### config.mk
export PLATFORM = sky130hd
export DESIGN_NAME = imem_loader
export DESIGN_NICKNAME = d
export VERILOG_FILES = /design/src/rtl/imem_loader.sv
export SDC_FILE = /design/constraint.sdc
export NUM_CORES = 1
export LEC_CHECK = 0
export CAP_MARGIN = 10
export CELL_PAD_IN_SITES_DETAIL_PLACEMENT = 2
export CELL_PAD_IN_SITES_GLOBAL_PLACEMENT = 2
export CORE_MARGIN = 4
export CORE_UTILIZATION = 37
export DETAILED_ROUTE_END_ITERATION = 12
export HOLD_SLACK_MARGIN = 0.05
export PLACE_DENSITY_LB_ADDON = 0.1
export SYNTH_ARGS = -nofsm -noshare
export SYNTH_HDL_FRONTEND = slang
export SYNTH_SLANG_ARGS = --single-unit
### constraint.sdc
create_clock -name clk -period 2.65 [get_ports clk]
set_input_delay 0.3975 -clock clk [delete_from_list [all_inputs] [get_ports clk]]
set_output_delay 0.3975 -clock clk [all_outputs]
set_load 0.005 [all_outputs]
### src/rtl/imem_loader.sv
// rtl/imem_loader.sv - boot-time instruction-memory loader: framed UART bytes to word-aligned
// RAM writes, with checksum-gated CPU release and an ACK/NAK reply per frame.
module imem_loader #(
  parameter int ADDR_W  = 8,
  parameter int TIMEOUT = 1000000
) (
  input  logic        clk,
  input  logic        reset,
  input  logic [7:0]  rx_data,
  input  logic        rx_valid,
  input  logic        tx_busy,
  output logic [7:0]  tx_data,
  output logic        tx_start,
  output logic        wr_en,
  output logic [31:0] wr_addr,
  output logic [31:0] wr_data,
  output logic        cpu_hold,
  output logic        load_done,
  output logic        load_error
);
  localparam logic [7:0]      SYNC    = 8'hA5;
  localparam logic [7:0]      ACK     = 8'h06;
  localparam logic [7:0]      NAK     = 8'h15;
  localparam logic [16:0]     MAX_N   = 17'(2 ** ADDR_W);
  localparam logic [31:0]     TMO     = 32'(TIMEOUT);
  localparam logic [ADDR_W:0] IDX_ONE = {{ADDR_W{1'b0}}, 1'b1};

  typedef enum logic [2:0] {
    S_IDLE, S_CNT_HI, S_CNT_LO, S_DATA, S_CHECK, S_RESP, S_DONE
  } state_t;

  state_t          state, state_n;
  logic [7:0]      cnt_hi, cnt_hi_n;
  logic [ADDR_W:0] cnt, cnt_n, idx, idx_n;
  logic [1:0]      lane, lane_n;
  logic [23:0]     shift, shift_n;
  logic [7:0]      csum, csum_n;
  logic [31:0]     tmr, tmr_n;
  logic [7:0]      tx_data_q, tx_data_n;
  logic            wr_en_q, wr_en_n;
  logic [31:0]     wr_addr_q, wr_addr_n, wr_data_q, wr_data_n;
  logic            hold_q, hold_n, done_q, done_n, err_q, err_n;
  logic            fire, in_frame;
  logic [15:0]     n16;

  always_ff @(posedge clk or negedge reset) begin
    if (!reset) state <= S_IDLE;
    else        state <= state_n;
  end

  always_ff @(posedge clk or negedge reset) begin
    if (!reset) begin
      cnt_hi    <= '0;
      cnt       <= '0;
      idx       <= '0;
      lane      <= '0;
      shift     <= '0;
      csum      <= '0;
      tmr       <= '0;
      tx_data_q <= '0;
      wr_en_q   <= 1'b0;
      wr_addr_q <= '0;
      wr_data_q <= '0;
      hold_q    <= 1'b1;
      done_q    <= 1'b0;
      err_q     <= 1'b0;
    end else begin
      cnt_hi    <= cnt_hi_n;
      cnt       <= cnt_n;
      idx       <= idx_n;
      lane      <= lane_n;
      shift     <= shift_n;
      csum      <= csum_n;
      tmr       <= tmr_n;
      tx_data_q <= tx_data_n;
      wr_en_q   <= wr_en_n;
      wr_addr_q <= wr_addr_n;
      wr_data_q <= wr_data_n;
      hold_q    <= hold_n;
      done_q    <= done_n;
      err_q     <= err_n;
    end
  end

  always_comb begin
    state_n   = state;
    cnt_hi_n  = cnt_hi;
    cnt_n     = cnt;
    idx_n     = idx;
    lane_n    = lane;
    shift_n   = shift;
    csum_n    = csum;
    tmr_n     = tmr;
    tx_data_n = tx_data_q;
    wr_en_n   = 1'b0;
    wr_addr_n = wr_addr_q;
    wr_data_n = wr_data_q;
    hold_n    = hold_q;
    done_n    = done_q;
    err_n     = err_q;
    fire      = 1'b0;
    n16       = {cnt_hi, rx_data};
    in_frame  = (state == S_CNT_HI) || (state == S_CNT_LO) ||
                (state == S_DATA)   || (state == S_CHECK);

    if (in_frame) tmr_n = rx_valid ? 32'd0 : tmr + 32'd1;

    // An expiring timer takes priority over a byte arriving in the same cycle.
    if (in_frame && tmr == TMO) begin
      state_n = S_IDLE;
      err_n   = 1'b1;
    end else begin
      case (state)
        S_IDLE, S_DONE: begin
          if (rx_valid && rx_data == SYNC) begin
            state_n = S_CNT_HI;
            hold_n  = 1'b1;
            done_n  = 1'b0;
            err_n   = 1'b0;
            csum_n  = '0;
            idx_n   = '0;
            lane_n  = '0;
            tmr_n   = '0;
          end
        end
        S_CNT_HI: begin
          if (rx_valid) begin
            cnt_hi_n = rx_data;
            state_n  = S_CNT_LO;
          end
        end
        S_CNT_LO: begin
          if (rx_valid) begin
            if (n16 == 16'd0 || {1'b0, n16} > MAX_N) begin
              tx_data_n = NAK;
              state_n   = S_RESP;
            end else begin
              cnt_n   = n16[ADDR_W:0];
              state_n = S_DATA;
            end
          end
        end
        S_DATA: begin
          if (rx_valid) begin
            csum_n  = csum + rx_data;
            shift_n = {shift[15:0], rx_data};
            lane_n  = lane + 2'd1;
            if (lane == 2'd3) begin
              wr_en_n   = 1'b1;
              wr_addr_n = 32'({idx[ADDR_W-1:0], 2'b00});
              wr_data_n = {shift, rx_data};
              idx_n     = idx + IDX_ONE;
              if (idx + IDX_ONE == cnt) state_n = S_CHECK;
            end
          end
        end
        S_CHECK: begin
          if (rx_valid) begin
            tx_data_n = (rx_data == csum) ? ACK : NAK;
            state_n   = S_RESP;
          end
        end
        S_RESP: begin
          if (!tx_busy) begin
            fire = 1'b1;
            if (tx_data_q == ACK) begin
              hold_n  = 1'b0;
              done_n  = 1'b1;
              state_n = S_DONE;
            end else begin
              err_n   = 1'b1;
              state_n = S_IDLE;
            end
          end
        end
        default: state_n = S_IDLE;
      endcase
    end
  end

  // Status flags switch in the very cycle the response byte is launched.
  assign tx_start   = fire;
  assign tx_data    = tx_data_q;
  assign wr_en      = wr_en_q;
  assign wr_addr    = wr_addr_q;
  assign wr_data    = wr_data_q;
  assign cpu_hold   = fire ? hold_n : hold_q;
  assign load_done  = fire ? done_n : done_q;
  assign load_error = fire ? err_n  : err_q;
endmodule

# After elaboration in Yosys (flattened, before gate mapping)
# Index checks and enable logic that the tools add are counted.
# word_totals
reg_bits	147
inputBits	12
out_inout_bits	77
word_cells	124
# classes
n_addsub	4
n_lt_le_gt_ge	1
eq_ne	26
n_mux	57
n_bitwise	2
reduce_logical	19
# ops
op	count
two-way mux 32 bit	5
two-way mux 8 bit	5
two-way mux 3 bit	11
adder 32 x 1 -> 32 bit (second input constant)	1
== test 32 x 20 -> 1 bit (second input constant)	1
case mux 8 bit (2 select lines)	2
two-way mux 9 bit	3
two-way mux 1 bit	22
case mux 3 bit (6 select lines)	1
case mux 9 bit (2 select lines)	1
greater-than comparator 16 x 9 -> 1 bit (second input constant)	1
zero test 16 bit	1
inequality test 3 x 2 -> 1 bit (second input constant)	4
AND reduction 4 bit	3
AND reduction 5 bit	2
adder 9 x 1 -> 9 bit (second input constant)	1
== test 3 bit (second input constant)	3
== test 9 bit	1
adder 8 bit	1
== test 8 x 3 -> 1 bit (second input constant)	1
== test 8 bit	1
== test 8 bit (second input constant)	1
inequality test 2 bit (second input constant)	4
AND reduction 8 bit	1
18 further kinds	32

# Depth between registers and ports, before layout
# Gate-level depths: netlist of the first run.
# depth
ltp_word	8
depth_mapped	11
mapped_depth_nobuf	9

# Least setup slack after synthesis of the first run
# OpenSTA, ideal clock, no wires.
# synth_timing
path_kind	reg-to-reg
from	register tmr[0]
to	register wr_data_q[30] (netlist: wr_data[30])
setup_ns	0.128
t_arrival_ns	2.219
path_slack_ns	0.304
path_stages_with_launch	12
n_path_buf	2
synth_period_minus_slack_ns	2.346
path_cell_list	dfrtp_1 -> inv_1 -> ha_1 -> nor4b_1 -> nand4_1 -> nor4_4 -> nor2_2 -> nand2_2 -> inv_2 -> buf_6 -> buf_6 -> mux2_1
# synth_between
elab_chain_len	4
# synth_lines
element	line_no	source
from (decl)	38	logic [31:0] tmr, tmr_n;
from (signal assigned)	74	tmr <= tmr_n;
== test 32 x 20 -> 1 bit	109	if (in_frame && tmr == TMO) begin
logical AND 1 bit	109	
NOT 1 bit (no line)	n/a	
AND reduction 4 bit (no line)	n/a	
to (signal assigned)	78	wr_data_q <= wr_data_n;
to (decl)	41	logic [31:0] wr_addr_q, wr_addr_n, wr_data_q, wr_data_n;
# No other way between the ends.
# A chain may end at the register's enable or synchronous reset.

# Worst setup path in the final report of the first run
# layout_timing
from	register state[1]
to	output load_done
# layout_between
elab_chain_len	7
# layout_lines
element	line_no	source
from (decl)	32	state_t state, state_n;
from (signal assigned)	48	else state <= state_n;
branches (longest 6 deep; another with == test 3 bit)	n/a	
two-way mux 1 bit (*)	188	assign load_done = fire ? done_n : done_q;
to (decl)	18	output logic load_done,
# Every way passes the cells marked *.

==> results of run 1 <==
==> report_power, final <==
group	total, mW	internal (mW)	switching, mW
clock network	2.43	1.35	1.08
registers	3.17	2.75	0.423
logic	2.55	1.41	1.15
total	8.15	5.50	2.65
==> repair_timing <==
| item | CTS | global route |
|---|---|---|
| setup endpoints to repair | 3 | 86 |
| endpoints found under the hold margin | 49 | 0 |
| hold buffers | 1 | 0 |
| setup buffers | 2 | 5 |
| pin swaps | 0 | 2 |
| resized for setup | 2 | 16 |
==> sequential cells by signal, indices dropped and copies added (netlist names) <==
signal,cells
tmr,32
wr_data,32
shift,24
cnt,9
idx,9
cnt_hi,8
csum,8
wr_addr,8
state,3
tx_data,3
lane,2
done_q,1
err_q,1
hold_q,1
wr_en,1
==> cell families (layout without fill, tap and decap cells) <==
group	count (synthesis)	after routing
flops	142	142
xor+xnor	51	51
simple gates	186	186
fa+ha+maj	12	12
buf+inv	65	171
other cells	1	28
compound gates	62	62
mux	84	84
==> area by class of cell <==
type / count / share of cell area [%]
Clock inverter: 15 / 1.87
Multi-Input combinational cell: 423 / 36.2
Sequential cell: 142 / 40.3
Inverter: 15 / 0.638
Clock buffer: 17 / 4.82
Timing Repair Buffer: 124 / 13.0
Tap cell: 229 / 3.25
==> worst reg2reg max path: cells and delay by family, from the launching register on <==
family,cells,cell delay [ns]
simple gates,5,0.97
buf+inv,4,0.59
flops,1,0.40
mux,1,0.40
==> per-layer routing <==
layer / track usage, % / vias to the layer above / routed length (µm)
met5: 0 / - / 0
met4: 4.80 / 0 / 208
met3: 4.96 / 17 / 561
met2: 33.5 / 69 / 10300
met1: 21.5 / 2609 / 7670
li1: - / 2317 / -
==> cells in the final DEF (no fill, tap or decap), types with 4 or more instances in the layout <==
cell	n
dfrtp_1	141
buf_12	4
and3_1	6
nor4_1	11
xnor2_1	26
and2_1	5
inv_8	7
mux2_4	9
o31ai_1	4
conb_1	28
or3_1	9
o21ai_0	7
nor3_1	11
nand2_1	40
nor2_1	40
clkdlybuf4s50_1	56
a21oi_1	13
nor4b_1	6
buf_4	58
a21o_1	4
a22o_1	9
xor2_1	24
clkbuf_16	17
inv_6	5
mux2_2	70
nand4_1	18
nand3_1	14
ha_1	10
inv_1	14
==> how the worst max path moves through the flow <==
| stage | from | to | slack (ns) | cells past startpoint |
|---|---|---|---|---|
| floorplan | tmr[0] | wr_data[30] | 0.30 | 11 |
| global placement | rx_data[1] | tx_data[0] | -0.23 | 9 |
| detailed placement | rx_data[1] | csum[7] | -0.28 | 10 |
| CTS | state[1] | cpu_hold | 0.004 | 8 |
| global route | state[1] | load_done | -0.01 | 8 |
| finish | state[1] | load_done | 0.1 | 8 |
==> per-stage QoR <==
step | total power [mW] | setup slack (ns)
2_1_floorplan | 4.54 | 0.304
3_3_place_gp | 5.50 | -0.225
3_5_place_dp | 5.67 | -0.279
4_1_cts | 8.20 | 0.00379
5_1_grt | 8.71 | -0.0142
6_report | 8.15 | 0.0960
==> flow_summary.yaml, run 1 <==
die:
  die_w_um: 145
  ioPinCount: 89
  rows: 49
  die_y_um: 145
  dieArea_mm2: 0.0211
  initial_core_util_pct: 38.2
  core_mm2: 0.0182
outcome:
  status: "complete, no violations"
drt:
  detail-route-antenna-nets: 0
  routed_wl_mm: 18.7
  dr.first_iter.drc_count: 115
  vias: 5012
  drcViolationCount: 0
  drt-vias-per-instance: 5.19
  first_pass_iters: 4
  wl_per_cell_um: 19.4
global_routing:
  grt.total_usage_pct: 18.4
  grt_pass1_vias: 5858
  grt_antenna_before_repair: 0
  globalRoute.totalOverflow: 0
  grt_max_degree: 55
  grt_pass1_wl_mm: 31.5
synth:
  synthMuxAreaShare_pct: 14.0
  yosysSeqAreaShare_pct: 51.1
  synthTopCellsByArea: "dfrtp_1, mux2_2, xnor2_1"
  synth-edff-count: 0
  yosysWarnings: 0
  synth_area_mm2: 0.00696
  synth_top_cell_area_share_pct: 50.7
  synth_cells: 603
  post-synth-top-count-cell: "dfrtp_1"
  yosys.area_share.xor_xnor_pct: 6.42
  async_reset_ff_share_pct: 100
  synth_common_cells: "dfrtp_1, mux2_2, nor2_1"
  synth_ff_type: "dfrtp_1"
  yosysTopAreaCell: "dfrtp_1"
  synth_simple_gate_area_share_pct: 14.3
  synth_fa_ha_area_share_pct: 2.26
  synth_top_family_by_area: "simple AND/OR/NAND/NOR gates"
  ys_ff_latch: 142
  syn_avg_cell_area_um2: 11.5
  synth-compound-area-share_pct: 6.26
  synth_cell_types: 64
clock_tree:
  htree_levels: 4
  cts_tree: "built"
  clkSinkCount: 142
  clock-root-buffer: "clkbuf_16"
  clk_pin_slew_ns: 0.07
  cts_buffer_depth: 2
  cts_buffers: 17
  clk_latency_ns: 0.43
pwr:
  ir_drop_mv: 0.458
  leakagePower_nw: 4.01
  powerDensity_mw_per_mm2: 924
timing:
  drv_slew: 0
  min_period_ns: 2.55
  holdWs_ns: 0.485
  fmax_mhz: 392
  hold_viol: 0
  finalCritPeriodShare_pct: 96.4
  tightest_slew_ns: 0.525
  max_slew_margin_pct: 65.0
  setup-violations-final: 0
  finClkSkew_ns: 0.0147
  fin_tns_setup_ns: 0
critical_path:
  end_kind: "primary output"
  path_cells: "buf_6 -> nor2b_4 -> inv_1 -> nor3b_2 -> buf_4 -> nand2b_4 -> nand2b_1 -> clkdlybuf4s50_1"
  cpPeakStageDelay_ns: 0.50
  critical-path-top-delay-family: "buffers and inverters"
  worst_r2r_path_depth: 10
  worstSetupPathType: "reg -> out"
  r2r_start: "state[1]"
  r2r_setup_slack_ns: 0.15
  crit_fanout: 6
  critical_path_buf_inv_count: 4
  startpoint_type: "register"
  cp_slowest_cell: "clkdlybuf4s50_1"
  cp.arrival_ns: 2.16
  critical_path_required_ns: 2.25
  r2r-end: "wr_data[14]"
final_layout:
  multi_input_area_mm2: 0.00319
  fillers: 1838
  ff_latch_area_mm2: 0.00355
  layout-drive-gt1-share_pct: 27.2
  utilization_pct: 48.5
  syn_to_final_growth_pct: 26.7
  final_cells: 965
  antenna_cells: 0
  final_nets: 747
  final_area_mm2: 0.00882
placed_design:
  dp_hpwl_mm: 13.4
  dpl.cell_count: 925
  io_buffers: 60
  place.gp.congestion: 0.816
  place_area_mm2: 0.00809
worst_hold_path:
  hp-class: "in -> async"
flow_run:
  cap_violations: 0
No activity file was read; power rests on OpenSTA's default activity.
==> run 2: changes to the inputs <==
ABC_CLOCK_PERIOD_IN_PS = 2650   (was unset)
==> results of run 2 <==
The final DEF is identical to that of run 1; final timing and power are the same.
==> run 3: changes to the inputs <==
CELL_PAD_IN_SITES_DETAIL_PLACEMENT = unset   (was 2)
CELL_PAD_IN_SITES_GLOBAL_PLACEMENT = unset   (was 2)
CORE_UTILIZATION = 50   (was 37)
GPL_TIMING_DRIVEN = 0   (was unset)
PLACE_DENSITY = 0.73   (was unset)
PLACE_DENSITY_LB_ADDON = unset   (was 0.1)
TNS_END_PERCENT = 50   (was unset)
==> run 3 against run 2 <==
  * Power down 1.8%
  * Sequential share of layout area increased by 0.75 points
  * Worst hold slack worse by 0.0081 ns
  * Die area is 25% lower
  * Via count is 2.6% lower
  * Clock-buffer cell count increased by 1
  * Clock power up 5%
  * Wire length decreased by 18%
  * Critical endpoint is now state[2]
==> flow_summary.yaml, run 3 (synthesis gave the netlist of run 1 again) <==
final_layout:
  ff_latch_area_mm2: 0.00356
  antenna_cells: 0
  layout-drive-gt1-share_pct: 25.5
  fillers: 1085
  final_area_mm2: 0.00866
  final_common_cell: "dfrtp_1"
  layout_common_cells: "dfrtp_1, mux2_2, clkdlybuf4s50_1, nor2_1, nand2_1"
  utilization_pct: 64.4
  final_nets: 737
  final_cells: 902
  syn_to_final_growth_pct: 24.5
  multi_input_area_mm2: 0.00319
timing:
  fin_ws_ns: 0.124
  min_period_ns: 2.53
  holdWs_ns: 0.477
  fmax_mhz: 396
  hold_viol: 0
  setup-violations-final: 0
  finalCritPeriodShare_pct: 95.3
  fin_tns_setup_ns: 0
  finClkSkew_ns: 0.0105
  tightest_slew_ns: 0.949
  max_slew_margin_pct: 36.2
  drv_slew: 0
global_routing:
  grt.busiest_layer: "met2"
  use_met2_pct: 34.9
  grt_pass1_wl_mm: 25.7
  grt.total_usage_pct: 20.0
  globalRoute.totalOverflow: 0
  grt_antenna_before_repair: 0
  grt_pass1_vias: 5156
  grtUsageMet1_pct: 24.0
  grt_max_degree: 92
  grt_use_met3_pct: 5.55
pwr:
  p_total_mw: 8.00
  leakagePower_nw: 3.97
  powerDensity_mw_per_mm2: 924
  ir_drop_mv: 0.593
drt:
  detail-route-antenna-nets: 0
  drt-vias-per-instance: 5.41
  dr.first_iter.drc_count: 375
  vias: 4882
  first_pass_iters: 5
  wl_per_cell_um: 17.0
  routed_wl_mm: 15.3
  drcViolationCount: 0
die:
  initial_core_util_pct: 51.7
  die_w_um: 126
  die_y_um: 126
  dieArea_mm2: 0.0159
  rows: 42
  core_mm2: 0.0135
  ioPinCount: 89
clock_tree:
  cts_buffers: 17
  htree_levels: 4
  clock-root-buffer: "clkbuf_16"
  clk_latency_ns: 0.43
  clk_pin_slew_ns: 0.06
  cts_tree: "built"
  clkSinkCount: 142
  cts_buffer_depth: 2
placed_design:
  io_buffers: 59
  dp_hpwl_mm: 10.4
  place.gp.congestion: 0.905
  place_area_mm2: 0.00790
  dpl.cell_count: 866
  dpl_worst_slack_ns: -0.739
critical_path:
  end_kind: "register"
  startpoint_type: "register"
  cp.arrival_ns: 2.84
  worstSetupPathType: "reg -> reg"
  crit_fanout: 6
  critical_path_required_ns: 2.96
worst_hold_path:
  hp-class: "in -> async"
outcome:
  status: "complete, no violations"
flow_run:
  cap_violations: 0
run 3: cell count changes in the layout (fill, tap and decap cells not counted), moves of 3 or more:
cell and delta:
clkdlybuf4s50_1 -3, clkbuf_1 +5, buf_4 -24, buf_12 -4, buf_2 +7
run 3: final timing paths:
kind,from,to,slack [ns],cells after the start
min in group clk,lane[0],lane[0],0.48,1
min reg2reg,lane[0],lane[0],0.48,1
max reg2reg,idx[0],state[2],0.12,7
min,reset,tmr[24],0.48,2
max,idx[0],state[2],0.12,7
max in group asynchronous,reset,cnt_hi[2],1.35,3
run 3: cell type report:
cell class,count,area share [%]
inverters,15,0.650
multi-input cells,423,36.8
flip-flops and latches,142,41.0
clock inverters,14,2.28
repair buffers,65,7.71
clock buffers,18,5.07
well taps,176,2.54
plain buffers,49,3.90
run 3: critical path, cell delays in order (launching register included):
cell and delay, ns:
dfrtp_2 0.46, ha_1 0.35, xor2_1 0.18, nor3_2 0.17, o2111ai_1 0.14, or4_4 0.55
a211o_1 0.31, a32o_1 0.25
run 3: power by group:
part / switching (mW) / total, mW / internal (mW)
clock network: 1.00 / 2.55 / 1.55
registers: 0.394 / 3.14 / 2.75
logic: 1.06 / 2.31 / 1.25
run 3: repair_timing:
| action | in CTS | in global routing |
|---|---|---|
| gates cloned | 0 | 0 |
| hold endpoints to repair | 50 | 0 |
| resized for setup | 8 | 21 |
| pin swaps | 1 | 5 |
| buffers inserted | 1 | 3 |
| hold buffers | 1 | 0 |
| endpoints found under the setup margin | 80 | 90 |
run 3: metal layers:
metal	vias up	part of all wire, %
met2	122	52
met4	0	1.3
li1	2302	-
met5	-	0
met1	2439	41
met3	19	4.8
